[src/rtl/dmem_port_arbiter_pkg.sv]
// Shared types and constants for the data-memory port arbiter and its write FIFO.
package dmem_port_arbiter_pkg;

  localparam int ARB_FIFO_DEPTH = 4;
  localparam int ARB_HIGH_WATER = 3;
  localparam int ARB_LOW_WATER  = 1;
  localparam int ARB_STARVE_MAX = 8;

  localparam int ADDR_W    = 15;
  localparam int DATA_W    = 16;
  localparam int PTR_W     = 2;
  localparam int LEVEL_W   = 3;
  localparam int STARVE_W  = 4;

  // Sized copies of the thresholds so comparisons stay width-matched.
  localparam logic [LEVEL_W-1:0]  LVL_FULL     = LEVEL_W'(ARB_FIFO_DEPTH);
  localparam logic [LEVEL_W-1:0]  LVL_HIGH     = LEVEL_W'(ARB_HIGH_WATER);
  localparam logic [LEVEL_W-1:0]  LVL_LOW      = LEVEL_W'(ARB_LOW_WATER);
  localparam logic [STARVE_W-1:0] STARVE_LIMIT = STARVE_W'(ARB_STARVE_MAX);

  typedef enum logic [0:0] {
    ARB_RD_PRIO,
    ARB_WR_DRAIN
  } t_arb_state;

  typedef struct packed {
    logic [ADDR_W-1:0] addr;
    logic [DATA_W-1:0] data;
  } t_wr_entry;

endpackage

[src/rtl/dmem_wr_fifo.sv]
// Four-entry CPU write FIFO with occupancy count and youngest-match read forwarding.
module dmem_wr_fifo
  import dmem_port_arbiter_pkg::*;
(
  input  logic               clock,
  input  logic               reset,
  input  logic               push,
  input  t_wr_entry          push_entry,
  input  logic               pop,
  output t_wr_entry          head,
  output logic [LEVEL_W-1:0] level,
  output logic [LEVEL_W-1:0] next_level,
  input  logic [ADDR_W-1:0]  match_addr,
  output logic               match_hit,
  output logic [DATA_W-1:0]  match_data
);

  t_wr_entry          entries [ARB_FIFO_DEPTH];
  logic [PTR_W-1:0]   wr_ptr;
  logic [PTR_W-1:0]   rd_ptr;
  logic [LEVEL_W-1:0] count;
  logic               do_push;
  logic               do_pop;

  assign do_pop     = pop && (count != '0);
  assign do_push    = push && ((count != LVL_FULL) || do_pop);
  assign head       = entries[rd_ptr];
  assign level      = count;
  assign next_level = count + LEVEL_W'(do_push) - LEVEL_W'(do_pop);

  // Walk oldest to youngest so the last hit wins; a same-cycle push is youngest of all.
  always_comb begin
    // NOTE: every output of a combinational block gets a default first so no path can infer a latch.
    match_hit  = 1'b0;
    match_data = '0;
    for (int i = 0; i < ARB_FIFO_DEPTH; i++) begin
      if ((LEVEL_W'(i) < count) && (entries[rd_ptr + PTR_W'(i)].addr == match_addr)) begin
        match_hit  = 1'b1;
        match_data = entries[rd_ptr + PTR_W'(i)].data;
      end
    end
    if (push && (push_entry.addr == match_addr)) begin
      match_hit  = 1'b1;
      match_data = push_entry.data;
    end
  end

  // NOTE: sequential state uses non-blocking assignments so every flop samples pre-edge values.
  always_ff @(posedge clock) begin
    if (reset) begin
      wr_ptr <= '0;
      rd_ptr <= '0;
      count  <= '0;
    end else begin
      if (do_push) wr_ptr <= wr_ptr + PTR_W'(1);
      if (do_pop)  rd_ptr <= rd_ptr + PTR_W'(1);
      count <= next_level;
    end
  end

  // NOTE: storage is deliberately not reset; the count register alone decides which entries are live.
  always_ff @(posedge clock) begin
    if (do_push && !reset) entries[wr_ptr] <= push_entry;
  end

endmodule

[src/rtl/dmem_port_arbiter.sv]
// Shares one single-port data memory between buffered CPU writes and VGA reads,
// favouring reads until the write FIFO hits high water or reads starve the writes.
module dmem_port_arbiter
  import dmem_port_arbiter_pkg::*;
(
  input  logic               clock,
  input  logic               reset,
  input  logic               cpu_wr_en,
  input  logic [ADDR_W-1:0]  cpu_addr,
  input  logic [DATA_W-1:0]  cpu_data,
  input  logic               vga_rd_req,
  input  logic [ADDR_W-1:0]  vga_rd_addr,
  output logic               vga_rd_gnt,
  output logic               vga_rd_valid,
  output logic [DATA_W-1:0]  vga_rd_data,
  output logic [ADDR_W-1:0]  mem_addr,
  output logic               mem_wr_en,
  output logic [DATA_W-1:0]  mem_wr_data,
  input  logic [DATA_W-1:0]  mem_rd_data,
  output logic [LEVEL_W-1:0] fifo_level
);

  t_arb_state          state;
  logic [STARVE_W-1:0] starve_cnt;
  logic [STARVE_W-1:0] starve_next;
  logic                push;
  logic                pop;
  logic                gnt;
  t_wr_entry           push_entry;
  t_wr_entry           head;
  logic [LEVEL_W-1:0]  level;
  logic [LEVEL_W-1:0]  next_level;
  logic                fwd_hit;
  logic [DATA_W-1:0]   fwd_data;
  logic                valid_q;
  logic                fwd_hit_q;
  logic [DATA_W-1:0]   fwd_data_q;

  assign push       = cpu_wr_en && !reset;
  assign push_entry = '{addr: cpu_addr, data: cpu_data};

  dmem_wr_fifo u_wr_fifo (
    .clock      (clock),
    .reset      (reset),
    .push       (push),
    .push_entry (push_entry),
    .pop        (pop),
    .head       (head),
    .level      (level),
    .next_level (next_level),
    .match_addr (vga_rd_addr),
    .match_hit  (fwd_hit),
    .match_data (fwd_data)
  );

  // A full FIFO always pops so that a same-cycle push can never be dropped.
  always_comb begin
    pop = 1'b0;
    gnt = 1'b0;
    if (!reset) begin
      if (state == ARB_WR_DRAIN)  pop = (level != '0);
      else if (level == LVL_FULL) pop = 1'b1;
      else if (vga_rd_req)        gnt = 1'b1;
      else                        pop = (level != '0);
    end
  end

  always_comb begin
    starve_next = starve_cnt;
    if (pop)
      starve_next = '0;
    else if (gnt && (level != '0) && (starve_cnt < STARVE_LIMIT))
      starve_next = starve_cnt + STARVE_W'(1);
  end

  always_ff @(posedge clock) begin
    if (reset) begin
      state      <= ARB_RD_PRIO;
      starve_cnt <= '0;
      valid_q    <= 1'b0;
      fwd_hit_q  <= 1'b0;
      fwd_data_q <= '0;
    end else begin
      starve_cnt <= starve_next;
      valid_q    <= gnt;
      fwd_hit_q  <= gnt && fwd_hit;
      if (gnt) fwd_data_q <= fwd_data;
      case (state)
        ARB_RD_PRIO:
          if ((next_level >= LVL_HIGH) || (starve_next == STARVE_LIMIT)) state <= ARB_WR_DRAIN;
        ARB_WR_DRAIN:
          if (next_level <= LVL_LOW) state <= ARB_RD_PRIO;
        default:
          state <= ARB_RD_PRIO;
      endcase
    end
  end

  // Valid is masked by reset so a read granted just before reset never completes.
  assign vga_rd_valid = valid_q && !reset;
  assign vga_rd_data  = vga_rd_valid ? (fwd_hit_q ? fwd_data_q : mem_rd_data) : '0;
  assign vga_rd_gnt   = gnt;
  assign mem_wr_en    = pop;
  assign mem_addr     = pop ? head.addr : (gnt ? vga_rd_addr : '0);
  assign mem_wr_data  = pop ? head.data : '0;
  assign fifo_level   = level;

endmodule

[config.mk]
export PLATFORM = sky130hd
export DESIGN_NAME = dmem_port_arbiter
export DESIGN_NICKNAME = d
export VERILOG_FILES = /design/src/rtl/dmem_port_arbiter_pkg.sv /design/src/rtl/dmem_wr_fifo.sv /design/src/rtl/dmem_port_arbiter.sv
export SDC_FILE = /design/constraint.sdc
export NUM_CORES = 1
export LEC_CHECK = 0
export BUFFER_PORTS_ARGS = -buffer_cell sky130_fd_sc_hd__buf_2
export CAP_MARGIN = 15
export CORE_ASPECT_RATIO = 0.7
export CORE_MARGIN = 2
export CORE_UTILIZATION = 52
export DETAILED_ROUTE_END_ITERATION = 10
export PLACE_DENSITY = 0.75
export SYNTH_ARGS = -nofsm -noshare
export SYNTH_HDL_FRONTEND = slang
export SYNTH_SLANG_ARGS = --single-unit
[constraint.sdc]
create_clock -name clock -period 2.78 [get_ports clock]
set_clock_uncertainty 0.05 [all_clocks]
set_input_delay 0.556 -clock clock [delete_from_list [all_inputs] [get_ports clock]]
set_output_delay 0.556 -clock clock [all_outputs]
set_load 0.05 [all_outputs]
==> results.sh <==
export IMPL_p_leak_nw=4.90
export IMPL_pwr_share_seq=0.278
export IMPL_postCtsHoldBufs=0
export IMPL_start_kind="flop"
export IMPL_ys_warn_count=0
export IMPL_fp_coreArea_um2=20100
export IMPL_vias=9256
export IMPL_yosysSeqAreaShare=0.405
export IMPL_violations="setup timing"
export IMPL_grt_pass1_vias=8611
export IMPL_grt_max_degree=51
export IMPL_setup_viol=16
export IMPL_ant_nets=0
export IMPL_worst_ep_arrival_time_ns=3.13
export IMPL_p_int_mw=6.06
export IMPL_pwr_share_comb=0.480
export IMPL_ios=119
export IMPL_worstSetupPathType="reg -> reg"
export IMPL_maxSlewHeadroom=0.231
export IMPL_drv_cap=0
export IMPL_clkPwrFrac=0.242
export IMPL_dr_pass1_iters=5
export IMPL_final_nets=1160
export IMPL_reg2reg_setup_slack_ns=-0.08
export IMPL_drive_gt1_frac=0.394
export IMPL_stdcell_count=1369
export IMPL_drc=0
export IMPL_synthCells=917
export IMPL_routed_wl_um=34900
export IMPL_cts_buffers=17
export IMPL_n_fill_cell=1446
export IMPL_netlist_cell_type_count=67
export IMPL_synth_enable_flop_cells=124
export IMPL_clock_path_buffers=2
export IMPL_dpl_worst_slack_ns=-0.175
export IMPL_grtUsageTotal=0.314
export IMPL_row_count=43
export IMPL_grt_pass1_wl_um=51900
export IMPL_io_buffers=118
export IMPL_rsz0062_at_grt="yes"
export IMPL_syn2layout_area_growth_pct=25.1
export IMPL_peakVddDrop_v=0.000544
export IMPL_syn_area_um2=10800
export IMPL_cp_data_required_time_ns=3.05
export IMPL_drt_iter0_markers=1350
export IMPL_maxClockFrequency_mhz=350
export IMPL_cts_num_sinks=156
export IMPL_die_h_um=124
export IMPL_setup_slack_ns=-0.0810
export IMPL_crit_fanout=14
export IMPL_netSwitchingFraction=0.396
export IMPL_wl_per_cell_um=25.5
export IMPL_place_inst=1308
export IMPL_ys_flop_type="edfxtp_1"
export IMPL_clk_pin_slew_worst_paths_ns=0.07
export IMPL_avgViaCountPerCell=6.76
export IMPL_place_area_um2=12200
export IMPL_p_per_area_nw_per_um2=746
export IMPL_die_w_um=176
export IMPL_antenna_found_initial=1
export IMPL_cts_root_buf="clkbuf_16"
export IMPL_synth_area_per_cell_um2=11.7
export IMPL_worst_pin_slew_ns=1.15
export IMPL_post_dp_hpwl_um=23500
export IMPL_period_needed_ns=2.86
export IMPL_async_flop_share=0
export IMPL_initial_core_util=0.536
export IMPL_drv_slew=0
export IMPL_fin_crit_sh=1.03
export IMPL_die_area_um2=21900
export IMPL_timing_hold_violations_final=0
export IMPL_gp_congestion=0.994
export IMPL_syn_nets=992
export IMPL_critPathCaptureType="flop"
export IMPL_p_sw_mw=3.98
export IMPL_synth_seq_cells=156
export IMPL_clock_latency_ns=0.44
export IMPL_grt_overflow=0
export IMPL_outcome="complete, but fails checks"
export IMPL_cts_tree="yes"
export IMPL_hold_class="in -> reg"
export IMPL_post_route_util=0.671
export IMPL_h_tree_depth=4
export IMPL_final_area_um2=13500
export IMPL_power_mw=10.0
## layer usage
layer | vias to the layer above | routed length (µm) | global-route usage
li1 | 3996 | - | -
met1 | 4498 | 14800 | 0.468
met2 | 667 | 14600 | 0.441
met3 | 95 | 4420 | 0.0949
met4 | 0 | 973 | 0.0885
met5 | - | 0 | 0
## cell usage after synthesis, types with 4 or more instances
cell type | number | area, µm²
a2111oi_0 | 15 | 131
a2111oi_1 | 4 | 40.0
a21boi_0 | 7 | 52.6
a21boi_1 | 9 | 67.6
a21oi_1 | 42 | 210
a22o_1 | 7 | 61.3
a32o_1 | 9 | 90.1
a32oi_1 | 17 | 149
and2_1 | 20 | 125
buf_1 | 12 | 45.0
buf_2 | 14 | 70.1
buf_4 | 4 | 30.0
buf_6 | 5 | 56.3
clkbuf_1 | 47 | 176
dfxtp_1 | 32 | 641
edfxtp_1 | 124 | 3720
ha_1 | 8 | 100
inv_1 | 12 | 45.0
mux2_2 | 22 | 248
mux2i_1 | 96 | 961
mux4_2 | 56 | 1260
nand2_1 | 44 | 165
nand2b_1 | 6 | 37.5
nand3_1 | 6 | 30.0
nand4_1 | 27 | 169
nand4b_1 | 16 | 140
nor2_1 | 49 | 184
nor2b_1 | 6 | 37.5
nor3_1 | 12 | 60.1
nor4_1 | 4 | 25.0
o211ai_1 | 21 | 158
o21ai_0 | 25 | 125
o22ai_1 | 5 | 31.3
o2bb2ai_1 | 5 | 43.8
o41ai_1 | 6 | 52.6
o41ai_2 | 10 | 163
or2_2 | 4 | 25.0
xnor2_1 | 40 | 350
xor2_1 | 26 | 228
## layout by cell type, fill, tap and decap left out, types with 11 or more instances in the layout
cell	count
nand4b_1	16
buf_2	112
clkbuf_16	21
a32oi_1	16
buf_12	15
a21oi_1	42
o21ai_0	22
mux4_2	56
nand4_1	27
buf_4	89
edfxtp_1	124
dfxtp_1	25
xnor2_1	34
xor2_1	24
o41ai_2	12
mux2_2	21
inv_1	11
nor2_1	48
nand2_1	42
o211ai_1	21
mux2i_1	84
a21boi_1	13
## metrics by stage
step,TNS (ns),hold WS (ns)
2_1_floorplan,-1.66,0.456
3_3_place_gp,-0.876,0.486
3_5_place_dp,-1.69,0.498
4_1_cts,-0.463,0.284
5_1_grt,-2.68,0.306
6_report,-0.723,0.298
## worst max-delay path, cell delays in order (launching register included)
cell and delay, ns:
dfxtp_4 0.40, buf_12 0.16, buf_4 0.13, mux4_2 0.51, xnor2_2 0.20, nand2_2 0.10, a2111oi_4 0.37, buf_4 0.25
a21boi_1 0.09, a2111oi_1 0.38, a21oi_1 0.08
## cells by family (layout without fill, tap and decap cells)
kind of cell | after synthesis | in the layout | share of synthesized area
buffers and inverters | 97 | 278 | 0.0449
AOI/OAI and AO/OA | 213 | 213 | 0.156
muxes | 174 | 174 | 0.229
and+or+nand+nor | 202 | 202 | 0.0990
DFF | 156 | 156 | 0.405
adders and majority gates | 9 | 9 | 0.0112
other | 0 | 1 | 0
xor gates and xnor gates | 66 | 66 | 0.0537
## flip-flops by register name, indices dropped and copies added (netlist names), named ones only
name	flops
u_wr_fifo.entries	124
fwd_data_q	16
starve_cnt	4
u_wr_fifo.level	3
u_wr_fifo.rd_ptr	2
u_wr_fifo.wr_ptr	2
fwd_hit_q	1
state	1
valid_q	1
## power by group through the flow
stage               logic [mW]  registers, mW  clock network (mW)
finish                    4.82           2.79                2.43
global route              5.05           2.80                2.54
CTS                       4.48           2.77                2.44
detailed placement        4.34           2.82                   0
global placement          4.29           2.81                   0
floorplan                 3.21           2.79                   0
## repair_timing
action | CTS | global route
cloned | 2 | 4
hold endpoints to repair | 0 | 0
setup endpoints to repair | 44 | 44
gates resized for setup | 38 | 58
pin swaps | 12 | 18
setup buffers | 7 | 17
## worst paths after layout
path	start	end	cells after the start
max	u_wr_fifo.rd_ptr[0]	fwd_data_q[14]	10
min	cpu_data[3]	u_wr_fifo.entries[0][3]	1
max reg2reg	u_wr_fifo.rd_ptr[0]	fwd_data_q[14]	10
min reg2reg	u_wr_fifo.wr_ptr[1]	u_wr_fifo.wr_ptr[1]	2
## layout make-up
class	count	area (µm²)	area share
diodes	1	2.50	0.000186
clock buffers	18	429	0.0319
clock inverters	14	169	0.0125
inverters	12	45.0	0.00335
multi-input cells	664	6290	0.467
flip-flops and latches	156	4380	0.325
well taps	270	338	0.0251
repair buffers	234	1810	0.135
Power figures use the tool's default switching activity.
